--- src/rtl/sp_ram_arb_pkg.sv ---
// Shared types and constants for the single-port RAM arbiter.
//   state_e    : arbiter FSM states (IDLE serves requesters, CLEAR sweeps the RAM)
//   DATA_BYTES : byte lanes per RAM word
//   DATA_WIDTH : RAM word width in bits
package sp_ram_arb_pkg;

    typedef enum logic [0:0] {
        IDLE,
        CLEAR
    } state_e;

    localparam int unsigned DATA_BYTES = 4;
    localparam int unsigned DATA_WIDTH = 8 * DATA_BYTES;

endpackage

--- src/rtl/sp_ram_arbiter_rr_arbiter.sv ---
// Combinational round-robin picker.
//   req : per-port request vector
//   ptr : index of the highest-priority port this cycle
//   gnt : one-hot grant, or zero when nothing is requested
// The search starts at ptr and wraps upward; the pointer register lives in the parent.
module rr_arbiter #(
    parameter int unsigned NUM_PORTS = 2,
    parameter int unsigned PTR_WIDTH = 1
) (
    input  logic [NUM_PORTS-1:0] req,
    input  logic [PTR_WIDTH-1:0] ptr,
    output logic [NUM_PORTS-1:0] gnt
);

    logic                 found;
    logic [PTR_WIDTH-1:0] idx;

    always_comb begin
        gnt   = '0;
        found = 1'b0;
        idx   = '0;
        for (int unsigned off = 0; off < NUM_PORTS; off++) begin
            idx = PTR_WIDTH'((32'(ptr) + off) % NUM_PORTS);
            if (!found && req[idx]) begin
                gnt[idx] = 1'b1;
                found    = 1'b1;
            end
        end
    end

endmodule

--- src/rtl/sp_ram_arbiter.sv ---
// Shares one synchronous single-port byte-enable RAM among NUM_PORTS requesters.
// Ports:
//   Clk_CI, Rst_SI           : clock, synchronous active-high reset
//   Clear_SI / Busy_SO       : start a clear sweep / sweep in progress
//   Req_SI / Gnt_SO          : per-port request / same-cycle one-hot grant
//   WrEn_SI, BEn_SI,
//   WrData_DI, Addr_DI       : per-port access fields, packed port-major
//   RValid_SO / RdData_DO    : per-port response strobe (RD_LAT after grant) / shared data
//   RamCSel_SO .. RamAddr_DO : drive to the external RAM macro
//   RamRdData_DI             : RAM read data
module sp_ram_arbiter
    import sp_ram_arb_pkg::*;
#(
    parameter int unsigned NUM_PORTS    = 2,
    parameter int unsigned ADDR_WIDTH   = 10,
    parameter int unsigned DATA_DEPTH   = 1024,
    parameter int unsigned OUT_REGS     = 0,
    parameter logic [31:0] CLEAR_VAL    = 32'h0,
    parameter int unsigned CLEAR_ON_RST = 0
) (
    input  logic                             Clk_CI,
    input  logic                             Rst_SI,
    input  logic                             Clear_SI,
    output logic                             Busy_SO,
    input  logic [NUM_PORTS-1:0]             Req_SI,
    output logic [NUM_PORTS-1:0]             Gnt_SO,
    input  logic [NUM_PORTS-1:0]             WrEn_SI,
    input  logic [NUM_PORTS*DATA_BYTES-1:0]  BEn_SI,
    input  logic [NUM_PORTS*DATA_WIDTH-1:0]  WrData_DI,
    input  logic [NUM_PORTS*ADDR_WIDTH-1:0]  Addr_DI,
    output logic [NUM_PORTS-1:0]             RValid_SO,
    output logic [DATA_WIDTH-1:0]            RdData_DO,
    output logic                             RamCSel_SO,
    output logic                             RamWrEn_SO,
    output logic [DATA_BYTES-1:0]            RamBEn_SO,
    output logic [DATA_WIDTH-1:0]            RamWrData_DO,
    output logic [ADDR_WIDTH-1:0]            RamAddr_DO,
    input  logic [DATA_WIDTH-1:0]            RamRdData_DI
);

    localparam int unsigned RD_LAT    = 1 + OUT_REGS;
    localparam int unsigned PTR_WIDTH = (NUM_PORTS > 1) ? $clog2(NUM_PORTS) : 1;
    localparam logic [ADDR_WIDTH-1:0] LAST_ADDR = ADDR_WIDTH'(DATA_DEPTH - 1);

    state_e                              state_q, state_d;
    logic [ADDR_WIDTH-1:0]               clr_cnt_q, clr_cnt_d;
    logic [PTR_WIDTH-1:0]                ptr_q, ptr_d;
    logic [RD_LAT-1:0][NUM_PORTS-1:0]    rvalid_q;
    // Set by reset so the auto-clear starts on the first cycle after release.
    logic                                rst_pend_q;
    logic [NUM_PORTS-1:0]                arb_gnt;

    rr_arbiter #(
        .NUM_PORTS(NUM_PORTS),
        .PTR_WIDTH(PTR_WIDTH)
    ) u_rr_arbiter (
        .req(Req_SI),
        .ptr(ptr_q),
        .gnt(arb_gnt)
    );

    always_comb begin
        state_d      = state_q;
        clr_cnt_d    = clr_cnt_q;
        ptr_d        = ptr_q;
        Gnt_SO       = '0;
        RamCSel_SO   = 1'b0;
        RamWrEn_SO   = 1'b0;
        RamBEn_SO    = '0;
        RamWrData_DO = '0;
        RamAddr_DO   = '0;

        unique case (state_q)
            IDLE: begin
                Gnt_SO     = arb_gnt;
                RamCSel_SO = |arb_gnt;
                for (int i = 0; i < int'(NUM_PORTS); i++) begin
                    if (arb_gnt[i]) begin
                        RamWrEn_SO   = WrEn_SI[i];
                        RamBEn_SO    = BEn_SI[i*DATA_BYTES +: DATA_BYTES];
                        RamWrData_DO = WrData_DI[i*DATA_WIDTH +: DATA_WIDTH];
                        RamAddr_DO   = Addr_DI[i*ADDR_WIDTH +: ADDR_WIDTH];
                        ptr_d        = (i == int'(NUM_PORTS) - 1) ? '0 : PTR_WIDTH'(i + 1);
                    end
                end
                // A request in the same cycle is still served; the sweep begins next cycle.
                if (Clear_SI || rst_pend_q) begin
                    state_d   = CLEAR;
                    clr_cnt_d = '0;
                end
            end
            CLEAR: begin
                RamCSel_SO   = 1'b1;
                RamWrEn_SO   = 1'b1;
                RamBEn_SO    = '1;
                RamWrData_DO = CLEAR_VAL;
                RamAddr_DO   = clr_cnt_q;
                if (clr_cnt_q == LAST_ADDR) begin
                    state_d   = IDLE;
                    clr_cnt_d = '0;
                end else begin
                    clr_cnt_d = clr_cnt_q + 1'b1;
                end
            end
            default: begin
                state_d = IDLE;
            end
        endcase
    end

    always_ff @(posedge Clk_CI) begin
        if (Rst_SI) begin
            state_q    <= IDLE;
            clr_cnt_q  <= '0;
            ptr_q      <= '0;
            rvalid_q   <= '0;
            rst_pend_q <= (CLEAR_ON_RST != 0);
        end else begin
            state_q     <= state_d;
            clr_cnt_q   <= clr_cnt_d;
            ptr_q       <= ptr_d;
            rst_pend_q  <= 1'b0;
            // One-hot grant history; in-flight entries drain normally during a sweep.
            rvalid_q[0] <= Gnt_SO;
            for (int k = 1; k < int'(RD_LAT); k++) begin
                rvalid_q[k] <= rvalid_q[k-1];
            end
        end
    end

    assign Busy_SO   = (state_q == CLEAR);
    assign RValid_SO = rvalid_q[RD_LAT-1];
    assign RdData_DO = RamRdData_DI;

endmodule
--- config.mk ---
export PLATFORM = sky130hd
export DESIGN_NAME = sp_ram_arbiter
export DESIGN_NICKNAME = d
export VERILOG_FILES = /design/src/rtl/sp_ram_arb_pkg.sv /design/src/rtl/sp_ram_arbiter_rr_arbiter.sv /design/src/rtl/sp_ram_arbiter.sv
export SDC_FILE = /design/constraint.sdc
export NUM_CORES = 1
export LEC_CHECK = 0
export ABC_AREA = 0
export CORE_MARGIN = 2
export CORE_UTILIZATION = 24
export DETAILED_ROUTE_END_ITERATION = 8
export GPL_ROUTABILITY_DRIVEN = 0
export MAX_ROUTING_LAYER = met4
export PLACE_DENSITY_LB_ADDON = 0.05
export SETUP_SLACK_MARGIN = 0.15
export SKIP_LAST_GASP = 1
export SLEW_MARGIN = 20
export SYNTH_ARGS = -nofsm -noshare
export SYNTH_HDL_FRONTEND = slang
export SYNTH_HIERARCHICAL = 1
export SYNTH_SLANG_ARGS = --single-unit
--- constraint.sdc ---
create_clock -name Clk_CI -period 2.1 [get_ports Clk_CI]
set_input_delay 0.42 -clock Clk_CI [delete_from_list [all_inputs] [get_ports Clk_CI]]
set_output_delay 0.42 -clock Clk_CI [all_outputs]
set_load 0.05 [all_outputs]
==> metrics.txt <==
met2 Resource Use GR 0.419; P&R area growth vs syn 173%; Net Sw Power 0.000714 W; global-route wire length before repair 12200 um; H-Tree Depth 1; num rows 28; Final Hold Slack 0.509 ns; Min Clock Period, post-route 2.16 ns; clock sink count 14; largest net degree at the start of global routing 38; antenna cells 0; Worst-Margin Slew ~0.53 ns; Die Y 83.0 um; post-synthesis sequential area ratio 0.187; worst min path class register to register; failing checks negative setup slack; sequential power share 0.154; Rel. slew slack 0.646; total global-route track usage 0.227; RSZ-0062 raised after global routing true; CP Data Arrival Time 1.74 ns; crit path kind register to output port; Root Buffer clkbuf_8; hold_buf cts 0; GRT busiest layer met2; total gr overflow 0; Worst VDD drop 261 uV; EDFF count, synth 0; final hold vios 0; pre-CTS WS -0.824 ns; Clock Path Buffers 2; Cells after Synth about 200; Post-Route WL 8060 um; Post-Route Skew 0.00506 ns; Net count, final roughly 460; Worst setup EP type output port; crit-path max FO 12; CTS tree built; Setup crit start kind register; Finish-stage setup viols 34; drt initial violations 34; layout cells sized above 1 0.452; Clock Pin Slew Worst Setup and Hold Paths 0.06 ns; placed wire-length estimate 5570 um; drt pass-1 iters 4; Pins Over Slew Limit 0; wire per inst 19.9 um; io pins approximately 220; # DRC 0; YS warnings 6; die width 83.0 um; Net Sw Frac 0.390; DIE AREA between 0.006 and 0.007 sq mm; core area 0.00599 sq mm; Num CTS Buffers 3; number of library cell types mapped by synthesis 39; vias in the first global route 2118; Power Total ~0.0018 W; period utilisation layout 1.03; Synth async-reset ratio 0; drt via density approximately 5.1; Clock Latency Late Sink 0.25 ns; CP required 1.68 ns; power share of the combinational group 0.702; setup ws final -0.0630 ns; GR Layer Usage met1 0.238; initial antenna violation count 0; flops & latches, synth 14; mapped cell area 0.00150 sq mm; power share of the clock group 0.144; synthesized net count about 330; met3 usage 0.0467; Fmax 462 MHz; ys flop type dfxtp_1; Max-cap violations 0; P_int 0.00112 W; Cell Pwr Density 447 mW/mm^2; I/O Buffers around 150; Leak ~1.7 nW; post-route ant nets 0; total vias in the final route 2074; starting density of the core 0.250; status complete, but fails checks; Post-Syn Area per Cell 7.69 sq um
[metal layers]
metal / wire length [um] / up-vias
li1: - / 983
met1: 2900 / 958
met2: 4380 / 103
met3: 535 / 30
met4: 248 / 0
met5: 0 / -
[cells in the final DEF, fill, tap and decap left out, drive strengths merged, types with 2 or more instances in the layout]
master	count
clkdlybuf4s50	98
buf	79
a22o	34
nand2	20
o21ai	16
dfxtp	14
a22oi	10
nand3	6
a21oi	5
nor2	5
nor3	5
clkbuf	4
nor2b	4
a221o	3
and3	3
nand2b	2
a41oi	2
a21boi	2
inv	2
and4	2
[power by group through the flow]
stage                     Combinational (W)  Clock [W]  Sequential (W)
after floorplan                    0.000683          0        0.000295
after global placement              0.00107          0        0.000286
after detailed placement            0.00107          0        0.000286
after CTS                           0.00125   0.000268        0.000281
after global routing                0.00133   0.000281        0.000284
final                               0.00129   0.000263        0.000282
[sequential cells by signal, indices dropped and copies added, names as in the netlist]
| signal | count |
|---|---|
| Busy_SO | 1 |
| RValid_SO | 2 |
| clr_cnt_q | 10 |
| ptr_q | 1 |
[metrics by stage]
stage | setup TNS, ns | utilization | instances | area, sq um
6_report | -1.37 | 0.683 | 405 | 4090
5_1_grt | -3.75 | 0.683 | 405 | 4090
3_5_place_dp | -25.48 | 0.562 | 383 | 3370
2_1_floorplan | 0 | - | 195 | 1680
4_1_cts | -1.85 | 0.664 | 404 | 3980
3_3_place_gp | -25.24 | 0.562 | 383 | 3370
[worst max-delay path, cell delays in order (launching register included)]
cell,delay (ns)
dfxtp_4,0.38
inv_4,0.04
a21boi_4,0.14
buf_4,0.15
nor2b_4,0.04
buf_12,0.14
buf_4,0.13
a221o_1,0.31
buf_6,0.16
[final timing paths]
| path | startpoint | to | slack (ns) | cells after the start |
|---|---|---|---|---|
| setup / recovery | ptr_q | RamBEn_SO[3] | -0.06 | 8 |
| hold / removal | clr_cnt_q[0] | clr_cnt_q[0] | 0.51 | 1 |
| setup reg to reg | clr_cnt_q[0] | clr_cnt_q[4] | 0.50 | 5 |
| hold reg to reg | clr_cnt_q[0] | clr_cnt_q[0] | 0.51 | 1 |
[what timing repair did]
| item | 4_1_cts | 5_1_grt |
|---|---|---|
| endpoints found under the hold margin | 0 | 0 |
| setup buffers | 11 | 1 |
| pin swaps | 3 | 17 |
| endpoints found under the setup margin | 50 | 49 |
| cloned | 6 | 0 |
| resized for setup | 67 | 24 |
[synth_stat cells (2+ instances only)]
cell type | count | area share
buf_4 | 35 | 0.18
a22o_1 | 34 | 0.20
nand2_1 | 20 | 0.050
dfxtp_1 | 14 | 0.19
o21ai_0 | 14 | 0.047
a22oi_1 | 10 | 0.050
buf_2 | 7 | 0.023
nand3_1 | 6 | 0.020
a21oi_1 | 5 | 0.017
clkbuf_1 | 5 | 0.013
nor2_1 | 4 | 0.010
nor2b_1 | 4 | 0.017
nor3_1 | 4 | 0.013
a221o_1 | 3 | 0.020
and3_1 | 3 | 0.013
a41oi_1 | 2 | 0.012
inv_1 | 2 | 0.0050
o21ai_1 | 2 | 0.0067
[cell type report]
| cell class | count | area (sq um) |
|---|---|---|
| clock buffers | 4 | 55.1 |
| fillers | 451 | 1900 |
| inverters | 2 | 10.0 |
| multi-input cells | 132 | 1370 |
| flip-flops and latches | 14 | 285 |
| well taps | 75 | 93.8 |
| repair buffers | 178 | 2280 |
[cell families (layout without fill, tap and decap cells)]
| kind of cell | count (synthesis) | count (layout) | share of synthesized area |
|---|---|---|---|
| flops | 14 | 14 | 0.187 |
| compound gates | 78 | 78 | 0.398 |
| fa+ha+maj | 1 | 1 | 0.00835 |
| simple gates | 52 | 52 | 0.184 |
| buf+inv | 49 | 184 | 0.216 |
| xor+xnor | 1 | 1 | 0.00584 |
No activity file was read; power rests on OpenSTA's default activity.
